[src/rtl/hello_count_sequencer_pkg.sv]
// Shared types and segment encodings for the HELLO scroller / seconds counter.
// Segment patterns are gfedcba with 1 = lit.
package hello_count_sequencer_pkg;

  typedef enum logic [1:0] {
    StIdle   = 2'd0,
    StScroll = 2'd1,
    StCount  = 2'd2,
    StDone   = 2'd3
  } state_e;

  localparam logic [6:0] SEG_BLANK = 7'b0000000;
  localparam logic [6:0] SEG_H     = 7'b1110110;
  localparam logic [6:0] SEG_E     = 7'b1111001;
  localparam logic [6:0] SEG_L     = 7'b0111000;
  localparam logic [6:0] SEG_O     = 7'b0111111;

  localparam logic [6:0] SEG_DIGIT [10] = '{
    7'b0111111, 7'b0000110, 7'b1011011, 7'b1001111, 7'b1100110,
    7'b1101101, 7'b1111101, 7'b0000111, 7'b1111111, 7'b1101111
  };

  localparam int unsigned SCROLL_LEN = 6;
  localparam logic [6:0] SCROLL_SEQ [SCROLL_LEN] = '{
    SEG_H, SEG_E, SEG_L, SEG_L, SEG_O, SEG_BLANK
  };

  function automatic logic [6:0] digit_seg(input logic [3:0] d);
    return (d <= 4'd9) ? SEG_DIGIT[d] : SEG_BLANK;
  endfunction

endpackage

[src/rtl/hello_count_sequencer_tick_gen.sv]
// Free-running tick divider; tick is a registered flag that is high exactly while the
// counter holds TICK_DIV-1, so it freezes together with the counter when en drops.
module hello_count_sequencer_tick_gen #(
  parameter int unsigned TICK_DIV = 50_000_000
) (
  input  logic clk,
  input  logic clr,
  input  logic en,
  input  logic sync_clear,
  output logic tick
);

  localparam int unsigned W = $clog2(TICK_DIV);
  localparam logic [W-1:0] CNT_LAST = W'(TICK_DIV - 1);
  localparam logic [W-1:0] CNT_PRE  = W'(TICK_DIV - 2);

  logic [W-1:0] cnt_q, cnt_d;
  logic         tick_q, tick_d;

  always_comb begin
    cnt_d  = cnt_q;
    tick_d = tick_q;
    if (sync_clear) begin
      cnt_d  = '0;
      tick_d = 1'b0;
    end else if (en) begin
      cnt_d  = (cnt_q == CNT_LAST) ? '0 : cnt_q + W'(1);
      tick_d = (cnt_q == CNT_PRE);
    end
  end

  always_ff @(posedge clk or negedge clr) begin
    if (!clr) begin
      cnt_q  <= '0;
      tick_q <= 1'b0;
    end else begin
      cnt_q  <= cnt_d;
      tick_q <= tick_d;
    end
  end

  assign tick = tick_q;

endmodule

[src/rtl/hello_count_sequencer.sv]
// Six-digit display controller: scrolls HELLO, counts BCD seconds to COUNT_MAX, then blinks.
// All digit, state and tick outputs come straight from flops.
module hello_count_sequencer
  import hello_count_sequencer_pkg::*;
#(
  parameter int unsigned TICK_DIV     = 50_000_000,
  parameter int unsigned SCROLL_STEPS = 10,
  parameter int unsigned COUNT_MAX    = 59
) (
  input  logic       clk,
  input  logic       clr,
  input  logic       run,
  input  logic       pause,
  output logic       tick_o,
  output logic [1:0] state_o,
  output logic [6:0] HEX0,
  output logic [6:0] HEX1,
  output logic [6:0] HEX2,
  output logic [6:0] HEX3,
  output logic [6:0] HEX4,
  output logic [6:0] HEX5
);

  localparam logic [7:0] STEPS_LAST = 8'(SCROLL_STEPS - 1);
  localparam logic [3:0] MAX_TENS   = 4'(COUNT_MAX / 10);
  localparam logic [3:0] MAX_ONES   = 4'(COUNT_MAX % 10);

  state_e     state_q, state_d;
  logic [6:0] hex_q [6];
  logic [6:0] hex_d [6];
  logic [7:0] step_q, step_d;
  logic [2:0] chr_q, chr_d;
  logic [3:0] ones_q, ones_d, tens_q, tens_d;
  logic [3:0] ones_inc, tens_inc;
  logic       blink_q, blink_d;
  logic       tick;

  hello_count_sequencer_tick_gen #(
    .TICK_DIV(TICK_DIV)
  ) u_tick_gen (
    .clk       (clk),
    .clr       (clr),
    .en        (run & ~pause),
    .sync_clear(~run),
    .tick      (tick)
  );

  always_comb begin
    if (ones_q == 4'd9) begin
      ones_inc = 4'd0;
      tens_inc = tens_q + 4'd1;
    end else begin
      ones_inc = ones_q + 4'd1;
      tens_inc = tens_q;
    end
  end

  always_comb begin
    state_d = state_q;
    hex_d   = hex_q;
    step_d  = step_q;
    chr_d   = chr_q;
    ones_d  = ones_q;
    tens_d  = tens_q;
    blink_d = blink_q;
    if (!run) begin
      state_d = StIdle;
      hex_d   = '{default: SEG_BLANK};
      step_d  = '0;
      chr_d   = '0;
      ones_d  = '0;
      tens_d  = '0;
      blink_d = 1'b1;
    end else if (!pause) begin
      case (state_q)
        StIdle: state_d = StScroll;
        StScroll: begin
          if (tick) begin
            if (step_q == STEPS_LAST) begin
              // The final scroll tick lands directly on 00 instead of shifting.
              state_d  = StCount;
              hex_d    = '{default: SEG_BLANK};
              hex_d[0] = SEG_DIGIT[0];
              hex_d[1] = SEG_DIGIT[0];
              ones_d   = '0;
              tens_d   = '0;
              blink_d  = 1'b1;
            end else begin
              for (int i = 5; i > 0; i--) hex_d[i] = hex_q[i-1];
              hex_d[0] = SCROLL_SEQ[chr_q];
              chr_d    = (chr_q == 3'(SCROLL_LEN - 1)) ? 3'd0 : chr_q + 3'd1;
              step_d   = step_q + 8'd1;
            end
          end
        end
        StCount: begin
          if (tick) begin
            ones_d   = ones_inc;
            tens_d   = tens_inc;
            hex_d[0] = digit_seg(ones_inc);
            hex_d[1] = digit_seg(tens_inc);
            if (tens_inc == MAX_TENS && ones_inc == MAX_ONES) state_d = StDone;
          end
        end
        StDone: begin
          if (tick) begin
            blink_d  = ~blink_q;
            hex_d[0] = blink_q ? SEG_BLANK : digit_seg(ones_q);
            hex_d[1] = blink_q ? SEG_BLANK : digit_seg(tens_q);
          end
        end
        default: state_d = StIdle;
      endcase
    end
  end

  always_ff @(posedge clk or negedge clr) begin
    if (!clr) begin
      state_q <= StIdle;
      hex_q   <= '{default: SEG_BLANK};
      step_q  <= '0;
      chr_q   <= '0;
      ones_q  <= '0;
      tens_q  <= '0;
      blink_q <= 1'b1;
    end else begin
      state_q <= state_d;
      hex_q   <= hex_d;
      step_q  <= step_d;
      chr_q   <= chr_d;
      ones_q  <= ones_d;
      tens_q  <= tens_d;
      blink_q <= blink_d;
    end
  end

  assign tick_o  = tick;
  assign state_o = state_q;
  assign HEX0    = hex_q[0];
  assign HEX1    = hex_q[1];
  assign HEX2    = hex_q[2];
  assign HEX3    = hex_q[3];
  assign HEX4    = hex_q[4];
  assign HEX5    = hex_q[5];

endmodule
[config.mk]
export PLATFORM = sky130hd
export DESIGN_NAME = hello_count_sequencer
export DESIGN_NICKNAME = d
export VERILOG_FILES = /design/src/rtl/hello_count_sequencer_pkg.sv /design/src/rtl/hello_count_sequencer_tick_gen.sv /design/src/rtl/hello_count_sequencer.sv
export SDC_FILE = /design/constraint.sdc
export NUM_CORES = 1
export LEC_CHECK = 0
export ABC_AREA = 1
export BUFFER_PORTS_ARGS = -buffer_cell sky130_fd_sc_hd__buf_2
export CAP_MARGIN = 25
export CORE_MARGIN = 4
export CORE_UTILIZATION = 50
export DETAILED_ROUTE_END_ITERATION = 16
export GPL_TIMING_DRIVEN = 0
export PLACE_DENSITY_LB_ADDON = 0.25
export SLEW_MARGIN = 10
export SYNTH_ARGS = -nofsm -noshare
export SYNTH_HDL_FRONTEND = slang
export SYNTH_SLANG_ARGS = --single-unit
export TNS_END_PERCENT = 10
[constraint.sdc]
create_clock -name clk -period 1.9 [get_ports clk]
set_input_delay 0.38 -clock clk [delete_from_list [all_inputs] [get_ports clk]]
set_output_delay 0.38 -clock clk [all_outputs]
set_load 0.005 [all_outputs]
# Word-level counts from Yosys, hierarchy flattened
# Memory sizes are Yosys's and may differ from the RTL's.
# Cells that the tools add are included.
dict set report op_classes {
  bitwise 8
  n_addsub 5
  reduce_logical 8
  mux 65
  order_cmp 9
  eq_ne 24
}
# op n
set ops {}
lappend ops {{42-bit two-way mux} 4}
lappend ops {{7-bit two-way mux} 16}
lappend ops {{26-bit two-way mux} 3}
lappend ops {{26-bit == test (second input constant)} 2}
lappend ops {{14-bit one-hot mux with 3 select lines} 1}
lappend ops {{4-bit two-way mux} 10}
lappend ops {{8-bit two-way mux} 5}
lappend ops {{14-bit two-way mux} 2}
lappend ops {{28-bit two-way mux} 1}
lappend ops {{26-bit by 1-bit adder with 26-bit output (second input constant)} 1}
lappend ops {{5-bit >= comparator (second input constant)} 4}
lappend ops {{4-bit NOT with 5-bit output} 4}
lappend ops {{3-bit two-way mux} 6}
lappend ops {{4-bit less-or-equal comparator (second input constant)} 4}
lappend ops {{4-bit one-hot mux with 2 select lines} 2}
lappend ops {{5-bit AND reduction} 3}
lappend ops {{2-bit two-way mux} 6}
lappend ops {{3-bit by 2-bit != test with 1-bit output (second input constant)} 3}
lappend ops {{4-bit by 1-bit adder with 4-bit output (second input constant)} 2}
lappend ops {{8-bit by 1-bit adder with 8-bit output (second input constant)} 1}
lappend ops {{4-bit == test (second input constant)} 2}
lappend ops {{8-bit by 4-bit == test with 1-bit output (second input constant)} 1}
lappend ops {{4-bit by 1-bit != test with 1-bit output (second input constant)} 2}
lappend ops {{1-bit two-way mux} 7}
lappend ops {{20 further kinds} 27}
dict set report totals {
  mem_count 5
  rom_bits 504
  elab_cells 138
  output_inout_bits 45
  register_bits 91
}
# name words width rd rd_clocked_by_memory_dff write_ports line_no
set mem_list {}
lappend mem_list {{(name not given)} 16 7 1 0 0 hello_count_sequencer_pkg.sv:29} ;# return (d <= 4'd9) ? SEG_DIGIT[d] : SEG_BLANK;
lappend mem_list {{(name not given)} 16 7 1 0 0 hello_count_sequencer_pkg.sv:29}
lappend mem_list {{(name not given)} 16 7 1 0 0 hello_count_sequencer_pkg.sv:29}
lappend mem_list {{(name not given)} 16 7 1 0 0 hello_count_sequencer_pkg.sv:29}
lappend mem_list {{(name not given)} 8 7 1 0 0 hello_count_sequencer.sv:90} ;# hex_d[0] = SCROLL_SEQ[chr_q];

# Longest topological paths before layout
dict set report logic_depth {
  depth_word 11
  ltp_mapped 15
  ltp_nobuf 15
}

# Hierarchy
# From an unflattened synthesis, not the netlist that was laid out.
dict set report unflattened {
  hier_cells 779
  hier_area_um2 5780.5
}
# module cells_each instances seq_area_each_um2 area_per_inst_um2
set modules_own_cells {}
lappend modules_own_cells {hello_count_sequencer 528 1 1602.8 3958.8}
lappend modules_own_cells {hello_count_sequencer_tick_gen 251 1 675.6 1821.7}

# Least setup slack after synthesis
# OpenSTA, ideal clock, no wires.
dict set report synth_path {
  path_type {register to register}
  startpoint {register ones_q[1]}
  endpoint {register hex_q (netlist bit HEX1[2])}
  setup_slack_ns -0.105
  arrival_time_ns 1.889
  setup_time_ns 0.116
  n_path_buf 0
  synth_period_minus_slack_ns 2.005
  stages_incl_launch_ff 16
  path_cell_list {dfrtp_1 -> inv_1 -> ha_1 -> nand3_4 -> nand2_1 -> nand2_1 -> inv_1 -> ha_1 -> inv_1 -> nand2_2 -> nand2_2 -> nand2_4 -> nand3_1 -> nand3_1 -> nand2_1 -> nand2_1}
}
dict set report synth_between {
  elab_chain_len 11
}
# element line_no
set synth_lines {}
lappend synth_lines {{start: declaration} hello_count_sequencer.sv:33} ;# logic [3:0] ones_q, ones_d, tens_q, tens_d;
lappend synth_lines {{start signal: assignment} hello_count_sequencer.sv:131} ;# ones_q <= ones_d;
lappend synth_lines {{4-bit == test (*)} hello_count_sequencer.sv:49} ;# if (ones_q == 4'd9) begin
lappend synth_lines {{4-bit two-way mux (*)} hello_count_sequencer.sv:49}
lappend synth_lines {{4-bit NOT with 5-bit output (not written as such)} hello_count_sequencer_pkg.sv:29}
lappend synth_lines {{memory 16 x 7 bit} --}
lappend synth_lines {{7-bit two-way mux (not written as such) (2 in series)} hello_count_sequencer_pkg.sv:29}
lappend synth_lines {{7-bit two-way mux (*)} hello_count_sequencer_pkg.sv:29}
lappend synth_lines {{14-bit two-way mux (*)} hello_count_sequencer.sv:97} ;# if (tick) begin
lappend synth_lines {{14-bit one-hot mux with 3 select lines (*)} hello_count_sequencer.sv:75} ;# case (state_q)
lappend synth_lines {{42-bit two-way mux (*)} hello_count_sequencer.sv:74} ;# end else if (!pause) begin
lappend synth_lines {{42-bit two-way mux (*)} hello_count_sequencer.sv:66} ;# if (!run) begin
lappend synth_lines {{end signal: assignment} hello_count_sequencer.sv:120} ;# hex_q <= '{default: SEG_BLANK};
lappend synth_lines {{end signal: assignment} hello_count_sequencer.sv:128} ;# hex_q <= hex_d;
lappend synth_lines {{end: declaration} hello_count_sequencer.sv:29} ;# logic [6:0] hex_q [6];
# Every way passes the cells marked *; elsewhere a longest branch is shown, timed or not. The select of a mux whose other input is x is not followed.
# A chain may end at the register's enable or synchronous reset.

# Worst setup path after layout
dict set report layout_path {
  startpoint {register ones_q[1]}
  endpoint {register hex_q (netlist bit HEX1[1])}
}
# The elaborated chain is that of the path after synthesis.

==> flow_metrics.env <==
export IMPL_synth_xor_area_share_pct=2.33
export IMPL_final_common_cell="nand2_1"
export IMPL_finalNetCount=854
export IMPL_synth_adder_area_share_pct=5.34
export IMPL_mappedNetlistArea_um2=5630
export IMPL_synth_seq_cells=91
export IMPL_power_density_nw_per_um2=991
export IMPL_finalInstanceArea_um2=6890
export IMPL_routed_wl_mm=14.5
export IMPL_cap_violations=0
export IMPL_fp_dieH_um=114
export IMPL_syn2layout_area_growth_pct=22.5
export IMPL_detail_route_antenna_nets=0
export IMPL_netlist_instances=736
export IMPL_synth_net_count=764
export IMPL_start_util_pct=51.5
export IMPL_p_total_uw=6830
export IMPL_routabilityCongestion=0.906
export IMPL_worst_pin_slew_ps=546
export IMPL_fmax_ghz=0.530
export IMPL_grt_pass1_vias=4984
export IMPL_status="completed"
export IMPL_vias=5289
export IMPL_cts_root_buf="clkbuf_16"
export IMPL_worstSkewPairLatency_ps=340
export IMPL_cts_sinks=91
export IMPL_cp_arrival_ps=2160
export IMPL_ir_drop_v=0.000572
export IMPL_rows=38
export IMPL_r2r_start="ones_q[1]"
export IMPL_htreeDepth=3
export IMPL_rsz0062_at_grt="yes"
export IMPL_r2r_end="HEX1[1]"
export IMPL_critical_path_class="register to register"
export IMPL_fin_ws_ps=13.7
export IMPL_p_seq_share_pct=36.7
export IMPL_clock_power_share_pct=27.6
export IMPL_synth_mux_area_share_pct=0
export IMPL_yosysSeqAreaShare_pct=40.5
export IMPL_drv_slew=0
export IMPL_drc=0
export IMPL_grt_max_degree=61
export IMPL_synth_top_family_by_area="simple AND/OR/NAND/NOR gates"
export IMPL_core_um2=10900
export IMPL_synth_simple_area_share_pct=30.9
export IMPL_n_antenna_cell=0
export IMPL_endpoint_kind="register"
export IMPL_wl_per_cell_um=15.0
export IMPL_finalCriticalPeriod_ps=1890
export IMPL_place_ws_ps=-263
export IMPL_io_pins=49
export IMPL_power_frac_comb_pct=35.8
export IMPL_cts_tree="built"
export IMPL_hold_path_end="u_tick_gen.cnt_q[6]"
export IMPL_post_dp_hpwl_mm=10.0
export IMPL_io_buffer_count=47
export IMPL_clk_pin_slew_ps=70
export IMPL_cp_required_ps=2170
export IMPL_hold_path_class="input port to register"
export IMPL_worst_r2r_cell_count=15
export IMPL_yosysWarnings=0
export IMPL_fin_skew_ps=11.5
export IMPL_rrSetupSlack_ps=10
export IMPL_cp_max_fo=7
export IMPL_min_delay_start="pause"
export IMPL_antenna_found_initial=0
export IMPL_grt_pass1_wl_mm=23.6
export IMPL_netSwitchingPower_uw=2540
export IMPL_cts_buffers=9
export IMPL_synth_area_per_cell_um2=7.65
export IMPL_drt_iter0_drc=437
export IMPL_fin_crit_sh_pct=99.3
export IMPL_synth_cell_types=50
export IMPL_overflow=0
export IMPL_final_hold_viol_count=0
export IMPL_first_pass_iters=5
export IMPL_fin_util_pct=63.0
export IMPL_min_path_cells=2
export IMPL_place_area_um2=6080
export IMPL_track_usage_pct=22.2
export IMPL_power_leakage_uw=0.00338
export IMPL_die_width_um=114
export IMPL_final_cell_mix="nand2_1, inv_1, dfrtp_1, nor2_1, nand3_1"
export IMPL_synth_compound_area_share_pct=11.6
export IMPL_startpoint_type="register"
export IMPL_drive_gt1_share_pct=25.5
export IMPL_die_area_um2=13000
export IMPL_max_clock_path_buffers=2
export IMPL_relSlewSlack_pct=63.6
export IMPL_switching_share_pct=37.1
export IMPL_p_int_uw=4290
export IMPL_vias_per_cell=5.45
export IMPL_setup_viol=0
[metal layers]
metal | routed length (um) | GRT usage [%]
met2 | 7120 | 36.5
met3 | 847 | 4.39
met1 | 6360 | 29.9
met5 | 0 | 0
met4 | 211 | 6.25
[flip-flops by register name (all words and copies together), names as in the netlist]
register / cells
u_tick_gen.cnt_q: 26
step_q: 8
HEX0: 7
HEX1: 7
HEX2: 7
HEX3: 7
HEX4: 7
HEX5: 7
ones_q: 4
tens_q: 4
chr_q: 3
state_o: 2
blink_q: 1
u_tick_gen.tick: 1
[logic make-up after synthesis]
family / Yosys count
AOI/OAI and AO/OA: 108
xor gates and xnor gates: 15
and+or+nand+nor: 371
DFF: 91
buffers and inverters: 127
adders and majority gates: 24
[synthesized netlist by cell type, drive strengths merged]
| library cell | n | area, um2 |
|---|---|---|
| nand2 | 178 | 721 |
| inv | 106 | 400 |
| dfrtp | 90 | 2250 |
| nor2 | 82 | 354 |
| nand3 | 72 | 388 |
| o21ai | 40 | 204 |
| ha | 24 | 300 |
| o22ai | 22 | 138 |
| a21oi | 21 | 116 |
| nand4 | 17 | 113 |
| buf | 15 | 104 |
| nor3 | 15 | 108 |
| xor2 | 13 | 114 |
| o31ai | 8 | 60.1 |
| clkbuf | 6 | 22.5 |
| o211ai | 5 | 37.5 |
| or2 | 3 | 18.8 |
| a211oi | 2 | 15.0 |
| a31o | 2 | 17.5 |
| a31oi | 2 | 12.5 |
| xnor2 | 2 | 17.5 |
| a21boi | 1 | 7.51 |
| a21o | 1 | 7.51 |
| a41o | 1 | 10.0 |
| and2 | 1 | 6.26 |
| dfstp | 1 | 26.3 |
| nand2b | 1 | 6.26 |
| nand3b | 1 | 7.51 |
| nor3b | 1 | 18.8 |
| o21bai | 1 | 7.51 |
| o311ai | 1 | 8.76 |
| o41ai | 1 | 8.76 |
[layout make-up]
type,count,area [um2]
multi-input cells,519,3060
fillers,961,4040
well taps,140,175
flip-flops and latches,91,2280
inverters,106,415
clock buffers,10,239
repair buffers,78,505
clock inverters,6,70.1
plain buffers,21,143
[what timing repair did]
action / CTS / global route
endpoints found under the hold margin: 31 / 0
gates cloned: 0 / 1
endpoints found under the setup margin: 29 / 75
resized for setup: 19 / 64
hold buffers: 1 / 0
pin swaps: 7 / 21
buffers inserted: 14 / 15
[how the worst max path moves through the flow]
| stage | from | endpoint |
|---|---|---|
| 4_1_cts | ones_q[1] | HEX1[4] |
| 5_1_grt | ones_q[1] | HEX0[3] |
| 2_1_floorplan | ones_q[1] | HEX1[2] |
| 3_5_place_dp | ones_q[1] | HEX1[1] |
| 6_report | ones_q[1] | HEX1[1] |
| 3_3_place_gp | clr | ones_q[0] |
[power groups by stage]
stage                     clock, uW  sequential [uW]  combinational [uW]
after global placement            0             2530                2030
after detailed placement          0             2550                2090
after floorplan                   0             2520                1410
final                          1880             2510                2440
after CTS                      1900             2500                2250
after global routing           1990             2550                2740
[worst max-delay path: stages, from the launching register on]
cell and delay, ps:
dfrtp_2 420, inv_4 70, ha_4 170, nand2_4 70, nor2_8 170, nand2_4 70
nand2_4 100, ha_4 140, inv_2 50, nand2_2 70, nand2_2 60, nand2_4 110
nand3_1 80, nand2_1 80, nand2_1 70, o21ai_1 80
[metrics by stage]
step           hold WS (ps)  TNS, ps  std cells
6_report                296        0        971
5_1_grt                 292    -1140        971
4_1_cts                 283    -69.2        955
3_5_place_dp            350    -3740        924
3_3_place_gp            466   -37260        923
2_1_floorplan          84.4        0        736
No activity file was read; power rests on OpenSTA's default activity.
